$ cat src/rtl/adf4159_pkg.sv
// adf4159_pkg: shared constants and FSM states for the ADF4159 serial receiver
package adf4159_pkg;
  localparam int FRAME_BITS = 32;
  localparam int NUM_REGS = 8;
  localparam int ADDR_W = 3;
  localparam int CNT_W = 6;
  typedef enum logic [1:0] {S_IDLE, S_SHIFT, S_CHECK} state_t;
endpackage

$ cat src/rtl/sync_2ff.sv
// sync_2ff: two-flop synchroniser with a configurable reset value
module sync_2ff #(
  parameter int W = 1,
  parameter logic [W-1:0] RST_VAL = '1
) (
  input  logic         clk,
  input  logic         rst,
  input  logic [W-1:0] i_d,
  output logic [W-1:0] o_q
);
  logic [W-1:0] r_s1, r_s2;
  always_ff @(posedge clk or posedge rst) begin
    if (rst) begin
      r_s1 <= RST_VAL;
      r_s2 <= RST_VAL;
    end else begin
      r_s1 <= i_d;
      r_s2 <= r_s1;
    end
  end
  assign o_q = r_s2;
endmodule

$ cat src/rtl/adf4159_spi_rx.sv
// adf4159_spi_rx: oversampled 3-wire serial receiver with frame check and register bank
module adf4159_spi_rx #(
  parameter int FRAME_BITS = adf4159_pkg::FRAME_BITS,
  parameter int NUM_REGS = adf4159_pkg::NUM_REGS
) (
  input  logic                            clk,
  input  logic                            rst,
  input  logic                            spi_clk,
  input  logic                            spi_data,
  input  logic                            spi_le,
  output logic [FRAME_BITS-1:0]           rx_word,
  output logic [adf4159_pkg::ADDR_W-1:0]  rx_addr,
  output logic                            rx_valid,
  output logic                            frame_err,
  output logic                            busy,
  input  logic [adf4159_pkg::ADDR_W-1:0]  rd_addr,
  output logic [FRAME_BITS-1:0]           rd_data
);
  import adf4159_pkg::*;
  logic [2:0] w_sync, r_prev;
  logic w_clk_rise, w_le_fall, w_le_rise, w_check, w_full;
  state_t r_state, w_next;
  logic [FRAME_BITS-1:0] r_sr, r_word, r_rd;
  logic [CNT_W-1:0] r_cnt;
  logic [ADDR_W-1:0] r_addr;
  logic r_valid, r_err;
  logic [FRAME_BITS-1:0] r_bank [NUM_REGS];
  // bit order: {le, data, clk}; all idle high
  sync_2ff #(.W(3), .RST_VAL(3'b111)) u_sync (
    .clk(clk),
    .rst(rst),
    .i_d({spi_le, spi_data, spi_clk}),
    .o_q(w_sync)
  );
  assign w_clk_rise = w_sync[0] & ~r_prev[0];
  assign w_le_fall  = ~w_sync[2] & r_prev[2];
  assign w_le_rise  = w_sync[2] & ~r_prev[2];
  assign w_check    = r_state == S_CHECK;
  assign w_full     = r_cnt == CNT_W'(FRAME_BITS);
  always_ff @(posedge clk or posedge rst) begin
    if (rst) r_state <= S_IDLE;
    else r_state <= w_next;
  end
  always_comb begin
    w_next = (r_state == S_IDLE)  ? (w_le_fall ? S_SHIFT : S_IDLE) :
             (r_state == S_SHIFT) ? (w_le_rise ? S_CHECK : S_SHIFT) : S_IDLE;
  end
  // data is stable across the whole low phase, so the delayed copy is safe to sample
  always_ff @(posedge clk or posedge rst) begin
    if (rst) begin
      r_prev  <= '1;
      r_sr    <= '0;
      r_cnt   <= '0;
      r_word  <= '0;
      r_addr  <= '0;
      r_valid <= 1'b0;
      r_err   <= 1'b0;
      r_rd    <= '0;
      for (int i = 0; i < NUM_REGS; i++) r_bank[i] <= '0;
    end else begin
      r_prev  <= w_sync;
      r_valid <= w_check & w_full;
      r_err   <= w_check & ~w_full;
      r_rd    <= r_bank[rd_addr];
      if (r_state == S_IDLE && w_le_fall) begin
        r_sr  <= '0;
        r_cnt <= '0;
      end else if (r_state == S_SHIFT && !w_le_rise && w_clk_rise) begin
        r_sr  <= {r_sr[FRAME_BITS-2:0], r_prev[1]};
        r_cnt <= (r_cnt == CNT_W'(FRAME_BITS + 1)) ? r_cnt : r_cnt + 1'b1;
      end
      if (w_check && w_full) begin
        r_word <= r_sr;
        r_addr <= r_sr[ADDR_W-1:0];
        r_bank[r_sr[ADDR_W-1:0]] <= r_sr;
      end
    end
  end
  assign rx_word   = r_word;
  assign rx_addr   = r_addr;
  assign rx_valid  = r_valid;
  assign frame_err = r_err;
  assign busy      = r_state != S_IDLE;
  assign rd_data   = r_rd;
endmodule

$ cat config.mk
export PLATFORM = sky130hd
export DESIGN_NAME = adf4159_spi_rx
export DESIGN_NICKNAME = d
export VERILOG_FILES = /design/src/rtl/adf4159_pkg.sv /design/src/rtl/sync_2ff.sv /design/src/rtl/adf4159_spi_rx.sv
export SDC_FILE = /design/constraint.sdc
export NUM_CORES = 1
export LEC_CHECK = 0
export CORE_ASPECT_RATIO = 0.75
export CORE_MARGIN = 1.5
export CORE_UTILIZATION = 65
export CTS_BUF_LIST = sky130_fd_sc_hd__clkbuf_8
export CTS_CLUSTER_DIAMETER = 150
export DETAILED_ROUTE_END_ITERATION = 8
export GPL_ROUTABILITY_DRIVEN = 1
export HOLD_SLACK_MARGIN = 0.02
export PLACE_DENSITY = 0.95
export SLEW_MARGIN = 20
export SYNTH_ARGS = -nofsm -noshare
export SYNTH_HDL_FRONTEND = slang
export SYNTH_SLANG_ARGS = --single-unit
$ cat constraint.sdc
create_clock -name clk -period 27.7 [get_ports clk]
set_clock_uncertainty 0.1 [all_clocks]
set_input_delay 8.31 -clock clk [delete_from_list [all_inputs] [get_ports clk]]
set_output_delay 8.31 -clock clk [all_outputs]
set_load 0.05 [all_outputs]
* Word-level counts from Yosys, hierarchy flattened
Cells that the tools add are included.
W data, S select, Z words.
** Cells by class
- Eq/ne operators :: 5
- $lt $le $gt $ge :: 3
- Reductions and logical operators :: 10
- Muxes and demuxes :: 15
- Add/sub/neg operators :: 1
- Bitwise operators :: 11
** Operator list (count)
- $bwmux W256 :: 1
- $mux W32 :: 5
- $bmux W32 S3 :: 1
- $demux W32 S3 :: 1
- $mux W6 :: 3
- $eq A6 B6 Y1 const B :: 2
- $ge A4 B4 Y1 const B :: 2
- $not A3 Y4 :: 2
- $add A6 B1 Y6 const B :: 1
- $mux W2 :: 3
- $and A1 B1 Y1 :: 5
- $logic_and A1 B1 Y1 :: 5
- $lt A4 B1 Y1 const B :: 1
- $not A1 Y1 :: 4
- $reduce_bool A2 Y1 :: 2
- $eq A2 B1 Y1 const B :: 1
- $eq A2 B2 Y1 const B :: 1
- $logic_not A2 Y1 :: 1
- $ne A2 B2 Y1 const B :: 1
- $reduce_and A2 Y1 :: 1
- $logic_not A1 Y1 :: 1
- $mux W1 :: 1
** Storage, ports and cells
- Input port bits :: 8
- Register bits after elaboration :: 374
- Word-level logic and storage cells :: 64
- Output and inout port bits :: 70

* Longest topological paths before layout
- Word-level depth :: 7
- Depth in mapped cells :: 8
- Depth with buffers taken out :: 5

* By module
Synthesis repeated with hierarchy kept, for this count alone.
** Unflattened totals
- Cells, all modules :: 1012
- Area total of the unflattened synthesis :: 15618.7 µm²
** By module, submodules not included
- adf4159_spi_rx :: area an instance 15457.3 µm², cells each 1005, seq. area each 9137.5 µm², instances 1
- sync_2ff :: area an instance 161.4 µm², cells each 7, seq. area each 157.7 µm², instances 1

* Worst setup path before layout
No wires, ideal clock.
- Path kind :: input to register
- Start point :: input port rd_addr[0] (netlist name)
- End point :: register r_rd[0], in the netlist rd_data[0]
- Cell stages on the path :: 4
- Data arrival time :: 9774 ps
- Library setup time :: 125 ps
- Path buffers :: 2
- Slack :: 17701 ps
- Required time :: 27475 ps
- Cells stage by stage :: clkbuf_1 buf_2 mux4_2 mux2_2
** On the way
- Longest elaborated chain between the ends :: 4
** Ends and longest elaborated chain
- start, declared :: line adf4159_spi_rx.sv:16 : input logic [adf4159_pkg::ADDR_W-1:0] rd_addr,
- $not A3 Y4 (implied by the code) :: line adf4159_spi_rx.sv:64 : r_rd <= r_bank[rd_addr];
- $bmux W32 S3 :: line adf4159_spi_rx.sv:64
- $mux W32 (implied by the code) (2 in a row) :: line adf4159_spi_rx.sv:64
- end signal, assigned :: line adf4159_spi_rx.sv:64
- end, declared :: line adf4159_spi_rx.sv:23 : logic [FRAME_BITS-1:0] r_sr, r_word, r_rd;
Every way passes these cells. The select of a mux whose other input is x is not followed.
A chain may end at the register's enable or synchronous reset.

==> report_table.html <==
<table>
<tr><th>Metric</th><th>Value</th></tr>
<tr><th colspan="2">Timing</th></tr>
<tr><td>Aggregate negative setup slack</td><td>0 ns</td></tr>
<tr><td>Tightest hold margin</td><td>roughly 0.26 ns</td></tr>
<tr><td>Portion of the clock cycle consumed by the worst path in the final layout</td><td>0.388</td></tr>
<tr><td>Setup violators final</td><td>0</td></tr>
<tr><td>Least-Margin Pin Slew</td><td>approximately 1.2 ns</td></tr>
<tr><td>Max Slew Vio Count</td><td>0</td></tr>
<tr><td>Max Fclk</td><td>around 0.093 GHz</td></tr>
<tr><td>Max-slew headroom</td><td>0.227</td></tr>
<tr><td>RSZ-0062 raised after global routing</td><td>false</td></tr>
<tr><td>Final min period</td><td>roughly 11 ns</td></tr>
<tr><td>Final hold violation count</td><td>0</td></tr>
<tr><th colspan="2">Floorplan</th></tr>
<tr><td>Die Footprint</td><td>~25000 sq um</td></tr>
<tr><td>Die Height</td><td>approximately 140 microns</td></tr>
<tr><td>Die Wd</td><td>182 microns</td></tr>
<tr><td>CORE AREA</td><td>between 20000 and 25000 sq um</td></tr>
<tr><td>Number of cell rows</td><td>48</td></tr>
<tr><td>I/O pin total</td><td>a little under 80</td></tr>
<tr><td>Initial core utilization</td><td>0.671</td></tr>
<tr><th colspan="2">Cells and area</th></tr>
<tr><td>Post-synthesis to final-layout area growth</td><td>12.7%</td></tr>
<tr><td>Net count, final</td><td>1078</td></tr>
<tr><td>Total of fill cells in the finished design</td><td>1306</td></tr>
<tr><td>Antenna diode count</td><td>0</td></tr>
<tr><td>Area of the multi-input gates</td><td>about 5900 sq um</td></tr>
<tr><td>Layout cell share with drive strength beyond 1</td><td>0.400</td></tr>
<tr><td>Register Area</td><td>just over 9000 sq um</td></tr>
<tr><th colspan="2">Status</th></tr>
<tr><td>Outcome</td><td>finished, final reports clean</td></tr>
<tr><th colspan="2">CTS</th></tr>
<tr><td>Source-to-sink clock delay at the later pin of the worst-skew pair</td><td>0.59 ns</td></tr>
<tr><td>Quantity of gates resized following cts</td><td>0</td></tr>
<tr><td>Root Buffer Master</td><td>sky130_fd_sc_hd__clkbuf_8</td></tr>
<tr><td>Maximum level of the CTS H-tree</td><td>2</td></tr>
<tr><td>Sinks on Clock Net</td><td>371</td></tr>
<tr><td>CTS tree</td><td>done</td></tr>
<tr><td>Number of buffers on the longest clock path</td><td>3</td></tr>
<tr><td>Clock slew seen by the registers of the worst setup and hold paths</td><td>roughly 0.060 ns</td></tr>
<tr><td>Post-CTS Setup Repair Bufs</td><td>0</td></tr>
<tr><td>Number of buffers inserted for hold repair after clock tree synthesis</td><td>0</td></tr>
<tr><td>Clock buffer count from CTS</td><td>53</td></tr>
<tr><th colspan="2">Logic synthesis</th></tr>
<tr><td>Net Count, Synth</td><td>slightly above 1000</td></tr>
<tr><td>Area of the mapped netlist</td><td>between 15000 and 20000 sq um</td></tr>
<tr><td>Syn Area/Cell</td><td>around 15 sq um</td></tr>
<tr><td>YS warnings</td><td>0</td></tr>
<tr><td>Synth Register Bits</td><td>371</td></tr>
<tr><td>Post-Syn Instances</td><td>~1000</td></tr>
<tr><td>Share of flip-flops with an asynchronous set or reset after synthesis</td><td>1.00</td></tr>
<tr><td>Flip-flop cell with the highest count after synthesis</td><td>sky130_fd_sc_hd__dfrtp_1</td></tr>
<tr><td>Sequential-to-total area share from yosys stat</td><td>0.595</td></tr>
<tr><td>Number of unique standard cell types used by synthesis</td><td>41</td></tr>
<tr><td>Number of enable-type register cells in the synthesized netlist</td><td>0</td></tr>
<tr><th colspan="2">Global route</th></tr>
<tr><td>Met2 track utilization from global routing</td><td>0.451</td></tr>
<tr><td>Vias in the first global route</td><td>between 9000 and 10000</td></tr>
<tr><td>Met3 global-route usage</td><td>0.0616</td></tr>
<tr><td>First-pass GRT wire length</td><td>about 54000 microns</td></tr>
<tr><td>Maximum number of pins on one net before global-route repair</td><td>roughly 150</td></tr>
<tr><td>Global routing met1 resource utilization</td><td>0.393</td></tr>
<tr><td>Initial antenna violation count</td><td>0</td></tr>
<tr><td>Most Used Layer, Global Route</td><td>met2</td></tr>
<tr><td>Tot GR Track Use</td><td>0.282</td></tr>
<tr><td>Sum of overflow across all layers after global routing</td><td>0</td></tr>
<tr><th colspan="2">Detailed routing</th></tr>
<tr><td>Wirelength, routed</td><td>approximately 33000 microns</td></tr>
<tr><td>Vias per cell</td><td>around 6.4</td></tr>
<tr><td>Detail Route Antenna Nets</td><td>0</td></tr>
<tr><td>Residual DRC count</td><td>0</td></tr>
<tr><td>Via total after detailed routing</td><td>9069</td></tr>
<tr><td>DRC violation total after the first TritonRoute iteration</td><td>between 700 and 800</td></tr>
<tr><td>Number of search-and-repair iterations in the first detailed-routing pass</td><td>7</td></tr>
<tr><td>Routed wire per std cell</td><td>approximately 24 microns</td></tr>
<tr><th colspan="2">Placed design</th></tr>
<tr><td>Quantity of I/O buffers inserted on ports</td><td>just under 80</td></tr>
<tr><td>Routability congestion estimate</td><td>0.739</td></tr>
<tr><td>DP HPWL</td><td>18300 microns</td></tr>
<tr><th colspan="2">Pwr</th></tr>
<tr><td>Cell internal pwr</td><td>about 790 uW</td></tr>
<tr><td>Proportion of power drawn by combinational gates</td><td>0.041</td></tr>
<tr><td>Switching power of the nets</td><td>approximately 240 uW</td></tr>
<tr><td>Sequential cell fraction of total power</td><td>0.537</td></tr>
<tr><td>Clock network fraction of total power</td><td>0.422</td></tr>
<tr><td>IR drop worst, VDD</td><td>roughly 0.046 mV</td></tr>
<tr><td>Ratio of total power to cell area</td><td>58.2 nW/um^2</td></tr>
<tr><td>Leakage</td><td>8.67 nW</td></tr>
<tr><td>Net switching share of the total power</td><td>0.234</td></tr>
<tr><td>Total power of the final layout</td><td>approximately 1 mW</td></tr>
<tr><th colspan="2">Worst setup path</th></tr>
<tr><td>Slowest cell on the critical path</td><td>sky130_fd_sc_hd__buf_4</td></tr>
<tr><td>Most used cell, CP</td><td>sky130_fd_sc_hd__buf_4</td></tr>
<tr><td>Kind of critical path</td><td>input pin to async pin</td></tr>
<tr><td>CP startpoint kind</td><td>input pin</td></tr>
<tr><td>Worst path buffer plus inverter count</td><td>4</td></tr>
<tr><td>CP max FO</td><td>146</td></tr>
<tr><td>Required time worst endpoint</td><td>between 20 and 30 ns</td></tr>
<tr><td>Highest cell delay on the worst timing path</td><td>0.88 ns</td></tr>
<tr><td>R2R Setup Slk</td><td>24.20 ns</td></tr>
<tr><td>Kind of cell with the highest combined delay on the critical path</td><td>buffers and inverters</td></tr>
<tr><td>Type of destination of the critical path</td><td>async pin</td></tr>
<tr><td>Cells along the critical path</td><td>clkdlybuf4s50_1 &gt; inv_8 &gt; buf_4 &gt; buf_4</td></tr>
<tr><td>Crit path DAT</td><td>11.22 ns</td></tr>
<tr><th colspan="2">Flow run</th></tr>
<tr><td>Max-cap viol count</td><td>0</td></tr>
<tr><th colspan="2">Min path</th></tr>
<tr><td>Worst hold path class</td><td>flop to flop</td></tr>
</table>
metrics by stage:
stage	std cells	util	cell area, sq um	setup WS [ns]
after floorplan	1017	-	15600	9.00
after global placement	1312	0.709	16500	16.19
after detailed placement	1312	0.709	16500	16.18
after CTS	1409	0.756	17600	16.77
after global routing	1409	0.756	17600	16.44
final	1409	0.756	17600	16.95
path summary, 6_finish.rpt:
kind,depth (start not counted),from,end
min in group asynchronous,2,rst,r_state[1]$_DFF_PP0_
setup reg to reg,6,r_cnt[0]$_DFFE_PP0P_,r_bank[205]$_DFFE_PP0P_
hold / removal,0,u_sync.r_s1[1]$_DFF_PP1_,u_sync.o_q[1]$_DFF_PP1_
setup / recovery,4,rst,r_bank[190]$_DFFE_PP0P_
max in group clk,2,r_state[1]$_DFF_PP0_,busy
hold reg to reg,0,u_sync.r_s1[1]$_DFF_PP1_,u_sync.o_q[1]$_DFF_PP1_
metal layers:
layer	share of wire	up-vias
li1	-	3787
met1	0.42	4847
met2	0.49	377
met3	0.078	56
met4	0.016	2
met5	0.0020	-
worst register-to-register path, stage by stage, from the launching register on:
cell                       delay, ns
sky130_fd_sc_hd__dfrtp_1        0.45
sky130_fd_sc_hd__inv_1          0.08
sky130_fd_sc_hd__ha_1           0.38
sky130_fd_sc_hd__nand4b_1       0.46
sky130_fd_sc_hd__nor4_4         1.01
sky130_fd_sc_hd__buf_4          0.50
sky130_fd_sc_hd__mux2_2         0.40
cell families (layout without fill, tap and decap cells):
logic type / Yosys count / after routing / synth area share
muxes: 364 / 364 / 0.308
and+or+nand+nor: 101 / 101 / 0.0415
AOI/OAI and AO/OA: 70 / 70 / 0.0234
adders and majority gates: 3 / 3 / 0.00240
buffers and inverters: 108 / 200 / 0.0303
DFF: 371 / 371 / 0.595
power groups by stage:
stage,Sequential [mW],Clock [mW],Combinational [mW]
CTS,0.551,0.439,0.0423
global route,0.551,0.463,0.0461
floorplan,0.559,0,0.0310
global placement,0.560,0,0.0405
finish,0.551,0.433,0.0417
detailed placement,0.561,0,0.0421
area by class of cell:
cell class / instances / share of cell area
Timing Repair Buffer: 97 / 0.0518
Multi-Input combinational cell: 538 / 0.336
Tap cell: 300 / 0.0213
Sequential cell: 371 / 0.528
Clock buffer: 71 / 0.0555
Clock inverter: 26 / 0.00646
Inverter: 6 / 0.00170
registers in the layout, summed over array words and instances, names as in the netlist, 2 cells and up:
register,count
r_bank,256
r_state,2
r_sr,32
r_cnt,6
rd_data,32
u_sync.r_s1,3
u_sync.o_q,3
r_prev,3
rx_word,32
placed cells by master, fill, tap and decap left out, types with 2 or more instances in the layout:
cell type and n:
sky130_fd_sc_hd__a21oi_1 34, sky130_fd_sc_hd__and2_1 13, sky130_fd_sc_hd__buf_2 2, sky130_fd_sc_hd__buf_4 20, sky130_fd_sc_hd__clkbuf_8 71, sky130_fd_sc_hd__clkdlybuf4s50_1 74
sky130_fd_sc_hd__clkinvlp_4 2, sky130_fd_sc_hd__dfrtp_1 362, sky130_fd_sc_hd__dfstp_2 9, sky130_fd_sc_hd__ha_1 3, sky130_fd_sc_hd__inv_1 27, sky130_fd_sc_hd__inv_8 2
sky130_fd_sc_hd__mux2_1 36, sky130_fd_sc_hd__mux2_2 259, sky130_fd_sc_hd__mux2i_1 5, sky130_fd_sc_hd__mux4_2 64, sky130_fd_sc_hd__nand2_1 5, sky130_fd_sc_hd__nand2b_1 15
sky130_fd_sc_hd__nand3_1 38, sky130_fd_sc_hd__nand4_1 5, sky130_fd_sc_hd__nand4b_1 2, sky130_fd_sc_hd__nor2_1 2, sky130_fd_sc_hd__nor2b_1 3, sky130_fd_sc_hd__nor3_1 2
sky130_fd_sc_hd__nor3b_4 2, sky130_fd_sc_hd__o21ai_0 32
synth_stat cells (2+ instances only):
cell type / number / area share
sky130_fd_sc_hd__dfrtp_1: 362 / 0.58
sky130_fd_sc_hd__mux2_2: 259 / 0.19
sky130_fd_sc_hd__clkbuf_1: 72 / 0.017
sky130_fd_sc_hd__mux4_2: 64 / 0.092
sky130_fd_sc_hd__nand3_1: 38 / 0.012
sky130_fd_sc_hd__mux2_1: 36 / 0.026
sky130_fd_sc_hd__a21oi_1: 34 / 0.011
sky130_fd_sc_hd__o21ai_0: 32 / 0.010
sky130_fd_sc_hd__nand2b_1: 15 / 0.0060
sky130_fd_sc_hd__and2_1: 13 / 0.0052
sky130_fd_sc_hd__buf_2: 10 / 0.0032
sky130_fd_sc_hd__buf_4: 9 / 0.0043
sky130_fd_sc_hd__dfstp_2: 9 / 0.015
sky130_fd_sc_hd__buf_1: 8 / 0.0019
sky130_fd_sc_hd__inv_1: 6 / 0.0014
sky130_fd_sc_hd__mux2i_1: 5 / 0.0032
sky130_fd_sc_hd__nand2_1: 5 / 0.0012
sky130_fd_sc_hd__nand4_1: 5 / 0.0020
sky130_fd_sc_hd__nor2b_1: 4 / 0.0016
sky130_fd_sc_hd__buf_6: 3 / 0.0022
sky130_fd_sc_hd__ha_1: 3 / 0.0024
sky130_fd_sc_hd__nand4b_1: 2 / 0.0011
sky130_fd_sc_hd__nor2_1: 2 / 0.00048
sky130_fd_sc_hd__nor3_1: 2 / 0.00064
sky130_fd_sc_hd__nor3b_1: 2 / 0.00096
sky130_fd_sc_hd__nor3b_2: 2 / 0.0016
Note: power is estimated with default switching activity, not from simulation.
